--- src/rtl/press_classifier.sv ---
// press_classifier: turns a debounced button level into one-cycle
// short / long / double press event pulses.
module press_classifier #(
  parameter int unsigned LONG_CYCLES = 50_000_000,
  parameter int unsigned GAP_CYCLES  = 25_000_000,
  parameter int unsigned CNT_W       = 26
) (
  input  logic clk,
  input  logic reset,
  input  logic debounced,
  output logic short_press,
  output logic long_press,
  output logic double_press,
  output logic busy
);

  localparam logic [CNT_W-1:0] LONG_LAST = CNT_W'(LONG_CYCLES - 1);
  localparam logic [CNT_W-1:0] GAP_LAST  = CNT_W'(GAP_CYCLES - 1);
  localparam logic [CNT_W-1:0] CNT_ONE   = CNT_W'(1);

  typedef enum logic [2:0] {
    IDLE      = 3'd0,
    PRESS1    = 3'd1,
    LONG_HOLD = 3'd2,
    WAIT_GAP  = 3'd3,
    PRESS2    = 3'd4
  } state_t;

  state_t           state;
  logic [CNT_W-1:0] cnt;

  // Gesture FSM: the counter measures the current high run in PRESS1 and
  // the current low run in WAIT_GAP; terminal compares come before increment.
  always_ff @(posedge clk) begin
    if (reset) begin
      state        <= IDLE;
      cnt          <= '0;
      short_press  <= 1'b0;
      long_press   <= 1'b0;
      double_press <= 1'b0;
    end else begin
      short_press  <= 1'b0;
      long_press   <= 1'b0;
      double_press <= 1'b0;
      case (state)
        IDLE: begin
          if (debounced) begin
            state <= PRESS1;
            cnt   <= CNT_ONE;
          end
        end
        PRESS1: begin
          if (debounced) begin
            if (cnt == LONG_LAST) begin
              long_press <= 1'b1;
              state      <= LONG_HOLD;
            end else begin
              cnt <= cnt + CNT_ONE;
            end
          end else begin
            state <= WAIT_GAP;
            cnt   <= CNT_ONE;
          end
        end
        LONG_HOLD: begin
          if (!debounced) state <= IDLE;
        end
        WAIT_GAP: begin
          if (debounced) begin
            double_press <= 1'b1;
            state        <= PRESS2;
          end else if (cnt == GAP_LAST) begin
            short_press <= 1'b1;
            state       <= IDLE;
          end else begin
            cnt <= cnt + CNT_ONE;
          end
        end
        PRESS2: begin
          if (!debounced) state <= IDLE;
        end
        default: begin
          state <= IDLE;
          cnt   <= '0;
        end
      endcase
    end
  end

  // Busy is a pure decode of the state register.
  assign busy = (state != IDLE);

endmodule

--- config.mk ---
export PLATFORM = sky130hd
export DESIGN_NAME = press_classifier
export DESIGN_NICKNAME = d
export VERILOG_FILES = /design/src/rtl/press_classifier.sv
export SDC_FILE = /design/constraint.sdc
export NUM_CORES = 1
export LEC_CHECK = 0
export CAP_MARGIN = 10
export CORE_MARGIN = 4
export CORE_UTILIZATION = 60
export CTS_BUF_LIST = sky130_fd_sc_hd__clkbuf_2
export CTS_CLUSTER_SIZE = 25
export DETAILED_ROUTE_END_ITERATION = 6
export GPL_ROUTABILITY_DRIVEN = 0
export PLACE_DENSITY = 0.8
export SYNTH_ARGS = -nofsm -noshare
export SYNTH_HDL_FRONTEND = slang
export SYNTH_SLANG_ARGS = --single-unit
--- constraint.sdc ---
create_clock -name clk -period 3.75 [get_ports clk]
set_clock_uncertainty 0.2 [all_clocks]
set_input_delay 0.375 -clock clk [delete_from_list [all_inputs] [get_ports clk]]
set_output_delay 0.375 -clock clk [all_outputs]
set_load 0.02 [all_outputs]
==> key figures, run 1 <==
Floorplan
  – Die W: around 63 um
  – CORE AREA: 2829 sq um
  – Die Ht: 63.07 um
  – Ports: 7
  – Die area: between 3000 and 4000 sq um
  – Rows: 19
  – Starting Density: 0.6431

Outcome
  – Outcome: finished clean

Timing
  – Worst-Margin Slew: slightly above 1 ns
  – Unrepaired setup endpoints after global routing: no
  – Final min period: 2.972 ns
  – Period utilization: 0.7925
  – Slew Viols, Final: 0
  – Final setup vio count: 0
  – Peak Freq: around 340 MHz
  – Fin. Hold Viols: 0
  – Setup TNS: 0 ns
  – Max-slew headroom: 0.3089

Worst setup path
  – CP Class: reg2reg
  – Critical Path Sink Type: register
  – Worst EP required: around 3.9 ns
  – Critical Path AT: around 3.1 ns
  – CP max stage cell: o211ai_1
  – Critical Path Source Type: register
  – Critical path's largest stage delay: around 0.62 ns
  – Critical path's top delay family: compound AO/OA/AOI/OAI gates
  – CP Buf/Inv Count: 1
  – Cell chain of the critical path: ha_1, nand3_2, nor4_2, a41oi_1, o211ai_1, buf_4, nor4_1, a31o_1
  – Critical path peak fanout: 14

Synth
  – Async set-or-reset flop fraction in the synthesized netlist: 0
  – Synth unique cells: roughly 50
  – Synth warnings: 0
  – Seq cells post-synth: 32
  – Mapped Area: 1819 sq um
  – Area contributors post-synth: dfxtp_1 (35%), nand2_1 (4.1%), nand3_1 (3.3%)
  – Largest area contributor in the netlist: dfxtp_1
  – Mapped Nets: ~230
  – Register area share after synthesis: 0.3521
  – EDFF count, synth: 0
  – Most frequent cells after synthesis: dfxtp_1 (32), nand2_1 (20), nor2_1 (15)
  – Most frequent cell after synthesis: dfxtp_1
  – Post-synth top flop: dfxtp_1
  – Post-Syn Area per Cell: approximately 8.1 sq um
  – Gate Count Post-Synth: between 200 and 250
  – Share of the synthesized area in the top cell type: 0.3521

Routing
  – Met2 Wirelength: roughly 2.1 mm
  – Vias: about 1800
  – Metal-1 WL: just under 2 mm
  – Routed length per instance: approximately 18 um
  – Met3 wire length: roughly 430 um
  – Final ANT Viol Nets: 0
  – First-pass DRT Iterations: 7
  – Drt drc: 0
  – Uppermost layer routed: met4
  – Number of DRC markers in iteration 0: ~250
  – Final WL: 4.560 mm
  – DR vias/cell: between 7 and 8

Clock network
  – Clock sink total: 32
  – Post-CTS sizing: 0
  – Root Driver: clkbuf_2
  – Clk slew on worst S/H paths: 0.16 ns
  – TritonCTS clock tree: built
  – Hold bufs inserted after CTS: 0
  – H-tree depth: 2
  – Worst-Skew Late Latency: ~0.4 ns
  – Worst-case clock buffer depth: 2
  – Post-CTS Setup Bufs: 0
  – TritonCTS Buffers: 5

Finish
  – Non-Filler Instances: between 200 and 300
  – Share of layout cells above drive strength 1: 0.08407
  – Area growth from synthesis to layout: 4.883%
  – NumNets Final: 230
  – N_diodes: 0
  – Design Area, Final: about 1900 sq um

Power and ir drop
  – Power Density: roughly 300 nW/um^2
  – PnR Total Power: 585.0 uW
  – Peak VDD IR: about 0.00023 V
  – Leakage: roughly 0.66 nW

Global route
  – Initial antenna violation count: 0
  – GRT Util Overall: 0.2456
  – Grt total ovfl: 0
  – Pin count of the biggest net entering global routing: 25
  – First-pass GRT wire length: 7.714 mm
  – Vias in the first global route: approximately 1700

Placed design
  – PortBufs: 6
  – Dpl cells: 250
  – Post-DP HPWL: a little over 3 mm
  – Placed Area: 1873 sq um

Flow run
  – Max-Cap Viols: 0

Worst hold path
  – Worst min path class: reg2reg
## kinds of logic after synthesis
kind of cell,count (synthesis),synth area share
compound gates,66,0.2510
buf+inv,20,0.04539
fa+ha+maj,1,0.006876
mux,1,0.006189
flops,32,0.3521
simple gates,105,0.3384
## worst register-to-register path: cells and delay by family (launching register included)
kind	cells	cell delay, ns
compound gates	3	0.98
buf+inv	1	0.33
simple gates	3	0.73
flops	1	0.42
fa+ha+maj	1	0.22
## layout make-up
type,count,area [sq um]
inverter,6,22.52
timing repair buffer,8,75.07
multi-input combinational,173,1096
tap,31,38.79
fill,239,920.9
clock buffer,6,30.03
clock inverter,1,5.005
sequential,32,640.6
## power by group
| part | switching [mW] | leakage (nW) | internal [mW] | total (mW) |
|---|---|---|---|---|
| combinational | 0.0463 | 0.374 | 0.0246 | 0.0709 |
| clock | 0.118 | 0.0288 | 0.0443 | 0.163 |
| sequential | 0.00755 | 0.258 | 0.344 | 0.352 |
| total | 0.172 | 0.661 | 0.413 | 0.585 |
## metal layers
layer / vias to the layer above / track usage
li1: 869 / -
met1: 856 / 0.3198
met2: 108 / 0.3702
met3: 13 / 0.04973
met4: 0 / 0.1515
met5: - / 0
## flip-flops by register name (all words and copies together) (netlist names)
signal and count:
cnt 26, state 3, double_press 1, long_press 1
short_press 1
## cells in the final DEF (no fill, tap or decap), types with 6 or more instances in the layout
cell type	count
a21o_1	6
a21oi_1	10
clkbuf_2	6
clkdlybuf4s50_1	6
dfxtp_1	32
inv_1	6
nand2_1	20
nand3_1	12
nor2_1	15
nor3_1	11
o21ai_0	10
o21ai_1	8
or3_1	7
## worst paths after layout
kind | cells after the start | start | endpoint | slack, ns
hold / removal | 2 | cnt[3] | cnt[3] | 0.32
hold reg to reg | 2 | cnt[3] | cnt[3] | 0.32
setup reg to reg | 8 | cnt[0] | cnt[17] | 0.78
setup / recovery | 8 | cnt[0] | cnt[17] | 0.78
## through the flow
step           hold WS (ns)    util  setup slack, ns
6_report             0.3216  0.6745           0.7782
5_1_grt              0.3530  0.6745           0.5978
3_5_place_dp         0.2990  0.6621           0.5822
2_1_floorplan        0.2492       -            1.587
4_1_cts              0.3196  0.6745           0.8136
3_3_place_gp         0.2612  0.6621           0.7126
(Power assumes the default switching activity.)
==> run 2, diff against run 1 <==
Clock period 3.75 ns to 2.77 ns, I/O delays scaled along.
==> run 2 against run 1 <==
  * Die area unchanged
  * Via count up 1.6%
  * Power up 55%
  * Flip-flop and latch count unchanged
  * Sequential share of layout area down 1.4 points
  * Register-to-register slack worse by 0.50 ns
  * Global-route usage up 0.47 points
  * Cell area up 4.3%
  * Largest cell class unchanged
  * Highest routed layer unchanged
==> key figures, run 2 (same netlist as run 1, synthesis figures left out) <==
Finish
  – Most frequent cells in the layout: dfxtp_1 (32), nand2_1 (20), nor2_1 (15)
  – Non-Filler Instances: around 270
  – Biggest register: cnt
  – Most common cell after layout, fill and taps aside: dfxtp_1
  – Design Area, Final: ~2000 sq um
  – NumNets Final: between 200 and 250
  – Area growth from synthesis to layout: 9.422%
  – N_diodes: 0
  – Max reg flops: 26
  – Share of layout cells above drive strength 1: 0.1154
  – Biggest regs: cnt x26, state x3

Floorplan
  – Die area: 3977 sq um
  – Rows: 19
  – Die Ht: 63.07 um
  – CORE AREA: around 2800 sq um
  – Ports: 7
  – Die W: 63.07 um
  – Starting Density: 0.6431

Timing
  – Unrepaired setup endpoints after global routing: no
  – Final min period: 2.493 ns
  – Period utilization: 0.9001
  – Peak Freq: 401.1 MHz
  – Worst-Margin Slew: 0.7509 ns
  – Max-slew headroom: 0.4988
  – Fin. Hold Viols: 0
  – Setup TNS: 0 ns
  – Final setup vio count: 0
  – Slew Viols, Final: 0

Routing
  – Final ANT Viol Nets: 0
  – Routed length per instance: between 15 and 20 um
  – Vias: approximately 1900
  – Final WL: roughly 4.7 mm
  – Drt drc: 0
  – First-pass DRT Iterations: 7
  – DR vias/cell: 7.079
  – Number of DRC markers in iteration 0: 204

Worst setup path
  – Cell chain of the critical path: ha_1, nand3_2, nor4_2, a41o_1, o221a_2, a21oi_1, o31ai_1
  – Critical Path AT: around 2.6 ns
  – Critical path's largest stage delay: roughly 0.44 ns
  – CP Class: reg2reg
  – Worst EP required: between 2 and 3 ns
  – CP max stage cell: o221a_2
  – Critical Path Source Type: register
  – Critical path peak fanout: 16
  – Critical Path Sink Type: register

Clock network
  – TritonCTS Buffers: 5
  – Hold bufs inserted after CTS: 0
  – H-tree depth: 2
  – Post-CTS sizing: 0
  – Worst-case clock buffer depth: 2
  – Post-CTS Setup Bufs: 0
  – Worst-Skew Late Latency: 0.40 ns
  – Root Driver: clkbuf_2
  – Clock sink total: 32
  – Clk slew on worst S/H paths: 0.15 ns
  – TritonCTS clock tree: built

Power and ir drop
  – PnR Total Power: around 900 uW
  – Leakage: ~0.7 nW
  – Switching Fraction: 0.2685
  – Peak VDD IR: 0.0004551 V
  – Comb pwr share: 0.117
  – Clk pwr share: 0.357
  – Net switching power: between 200 and 250 uW
  – Internal: approximately 660 uW
  – Power Density: 454.5 nW/um^2
  – Part of the power in registers: 0.526

Outcome
  – Outcome: finished clean

Placed design
  – Post-DP HPWL: approximately 3.2 mm
  – Placed Area: between 1500 and 2000 sq um
  – Dpl cells: 257
  – PortBufs: 6

Global route
  – GRT Util Overall: 0.2503
  – Pin count of the biggest net entering global routing: 25
  – First-pass GRT wire length: between 8 and 9 mm
  – Initial antenna violation count: 0
  – Grt total ovfl: 0
  – Vias in the first global route: approximately 1700

Worst hold path
  – Worst min path class: reg2reg

Flow run
  – Max-Cap Viols: 0
run 2: cell types whose count changed in the layout (fill, tap and decap cells not counted), sizes merged:
cell	change
bufinv	+1
buf	+7
run 2: power by group through the flow:
stage	Sequential, mW	Clock [mW]	Combinational (mW)
after floorplan	0.479	0	0.0752
after global placement	0.484	0	0.101
after detailed placement	0.485	0	0.103
after CTS	0.475	0.323	0.104
after global routing	0.477	0.349	0.116
final	0.476	0.323	0.106
run 2: cell type report:
class	instances	area [sq um]
multi-input combinational	173	1096
fill	235	838.3
clock inverter	2	35.03
timing repair buffer	15	127.6
sequential	32	640.6
clock buffer	6	30.03
tap	31	38.79
inverter	6	22.52
run 2: final timing paths:
check | startpoint | endpoint | slack (ns) | cells after the start
worst max register to register | cnt[0] | cnt[4] | 0.28 | 7
worst min register to register | cnt[1] | cnt[1] | 0.30 | 2
worst max-delay path | cnt[0] | cnt[4] | 0.28 | 7
worst min-delay path | cnt[1] | cnt[1] | 0.30 | 2
run 2: metal layers:
layer	share of wire	track usage	wire length, um
met1	0.44	0.3352	2040
met2	0.46	0.3860	2148
met3	0.077	0.04973	360
met4	0.024	0.1157	113
met5	0	0	0
run 2: worst max-delay path, delay by kind of cell, from the launching register on:
family,cells,cell delay (ns)
flip-flops,1,0.39
AND/OR/NAND/NOR,2,0.61
adder cells (fa/ha/maj),1,0.21
AO/OA/AOI/OAI,4,1.00
run 2: metrics by stage:
step	hold slack, ns	worst slack [ns]	util
after floorplan	0.2492	0.6069	-
after global placement	0.2607	0.3793	0.6807
final	0.2976	0.2768	0.7037
after detailed placement	0.2757	0.3442	0.6807
after CTS	0.2957	0.2975	0.7037
after global routing	0.3355	0.07151	0.7037
==> run 3, diff against run 2 <==
Settings changed: CTS_BUF_LIST sky130_fd_sc_hd__clkbuf_2 to not set.
==> run 3 against run 2 <==
  * Via count is 1.9% lower
  * Largest cell class unchanged
  * Critical path depth is the same
  * Register-to-register slack got worse by 0.05 ns
  * Power rose by 2.8%
  * Combinational power barely moved
  * Fmax down 2.1%
  * Worst hold slack improved by 0.0018 ns
  * Count of clock-buffer cells in the layout unchanged
  * Cell area grew 0.57%
  * Die area unchanged
==> key figures, run 3 (same netlist as run 1, synthesis figures left out) <==
Global route
  – GRT Util Overall: 0.2578
  – Grt total ovfl: 0
  – Vias in the first global route: 1739
  – Initial antenna violation count: 0
  – First-pass GRT wire length: a little over 8 mm
  – Pin count of the biggest net entering global routing: 25

Floorplan
  – Rows: 19
  – Die Ht: 63.07 um
  – Starting Density: 0.6431
  – Die W: between 60 and 70 um
  – CORE AREA: between 2000 and 3000 sq um
  – Ports: 7
  – Die area: around 4000 sq um

Clock network
  – Clock sink total: 32
  – TritonCTS clock tree: built
  – Hold bufs inserted after CTS: 0
  – H-tree depth: 2
  – Post-CTS Setup Bufs: 0
  – Root Driver: clkbuf_4
  – TritonCTS Buffers: 5
  – Clk slew on worst S/H paths: 0.09 ns
  – Worst-Skew Late Latency: about 0.34 ns
  – Post-CTS sizing: 0
  – Worst-case clock buffer depth: 2

Timing
  – Peak Freq: between 300 and 400 MHz
  – Final setup vio count: 0
  – Worst-Margin Slew: 0.7274 ns
  – Slew Viols, Final: 0
  – Unrepaired setup endpoints after global routing: no
  – Fin. Hold Viols: 0
  – Setup TNS: 0 ns
  – Final min period: approximately 2.5 ns
  – Period utilization: 0.9195
  – Max-slew headroom: 0.5146

Placed design
  – Dpl cells: about 260
  – PortBufs: 6
  – Post-DP HPWL: about 3.2 mm

Finish
  – NumNets Final: ~240
  – N_diodes: 0
  – Fill cells: about 240
  – Most common cell after layout, fill and taps aside: dfxtp_1
  – Area growth from synthesis to layout: 10.04%
  – Multi-input logic area: about 1100 sq um
  – Share of layout cells above drive strength 1: 0.1111
  – Storage element area: 640.6 sq um
  – Biggest regs: cnt x26, state x3
  – Most frequent cells in the layout: dfxtp_1 (32), nand2_1 (20), nor2_1 (15)
  – Biggest register: cnt
  – Final core utilization: 0.7077
  – Non-Filler Instances: roughly 270
  – Max reg flops: 26

Worst setup path
  – Critical path's top delay family: compound AO/OA/AOI/OAI gates
  – Critical path peak fanout: 16
  – Critical path's largest stage delay: between 0.4 and 0.5 ns
  – Worst EP required: 2.80 ns
  – Cell chain of the critical path: ha_1, nand3_2, nor4_2, a41o_1, o221a_2, a21oi_1, o31ai_1
  – Critical Path AT: 2.58 ns
  – CP Class: reg2reg
  – Critical Path Sink Type: register
  – CP max stage cell: nor4_2
  – Critical Path Source Type: register
  – CP Buf/Inv Count: 0

Routing
  – First-pass DRT Iterations: 5
  – DR vias/cell: 6.947
  – Vias: around 1800
  – Final ANT Viol Nets: 0
  – Final WL: roughly 4.7 mm
  – Number of DRC markers in iteration 0: 241
  – Drt drc: 0
  – Routed length per instance: ~18 um

Power and ir drop
  – Peak VDD IR: around 0.00041 V
  – Leakage: between 0.7 and 0.8 nW
  – Power Density: 464.6 nW/um^2

Flow run
  – Max-Cap Viols: 0

Worst hold path
  – Worst min path class: reg2reg

Outcome
  – Outcome: finished clean
## run 3: where the power goes
part	total (mW)	switching [mW]	internal [mW]
registers	0.475	0.0101	0.465
clock network	0.349	0.160	0.189
logic	0.106	0.0655	0.0406
total	0.930	0.236	0.695
## run 3: path summary, 6_finish.rpt
| check | slack [ns] | cells after the start | from | endpoint |
|---|---|---|---|---|
| worst max-delay path | 0.22 | 7 | cnt[0] | cnt[4] |
| worst min-delay path | 0.30 | 2 | cnt[1] | cnt[1] |
| worst max register to register | 0.22 | 7 | cnt[0] | cnt[4] |
| worst min register to register | 0.30 | 2 | cnt[1] | cnt[1] |
## run 3: worst register-to-register path, cell delays in order, from the launching register on
cell and delay, ns:
dfxtp_1 0.38, ha_1 0.21, nand3_2 0.19, nor4_2 0.44
a41o_1 0.28, o221a_2 0.44, a21oi_1 0.08, o31ai_1 0.24
## run 3: through the flow
stage                     total power [mW]  area, sq um  worst slack, ns  hold WS, ns
after floorplan                     0.5540         1819           0.6069       0.2492
after global placement              0.5847         1926           0.3793       0.2607
after detailed placement            0.5877         1926           0.3442       0.2757
after CTS                           0.9365         2002           0.2825       0.2894
after global routing                0.9843         2002          0.08431       0.3303
final                               0.9302         2002           0.2231       0.2994
## run 3: final cells by class
| type | instances | area share |
|---|---|---|
| inverter | 6 | 0.01125 |
| multi-input combinational | 173 | 0.5475 |
| clock buffer | 6 | 0.02063 |
| tap | 31 | 0.01938 |
| sequential | 32 | 0.3200 |
| timing repair buffer | 15 | 0.06375 |
| clock inverter | 2 | 0.01750 |
## run 3: metal layers
layer | wire [um] | part of all wire | up-vias | global-route usage
li1 | - | - | 881 | -
met3 | 291 | 0.062 | 19 | 0.06927
met1 | 2107 | 0.45 | 862 | 0.3374
met4 | 154 | 0.033 | 0 | 0.1295
met2 | 2135 | 0.46 | 79 | 0.3887
met5 | 0 | 0 | - | 0
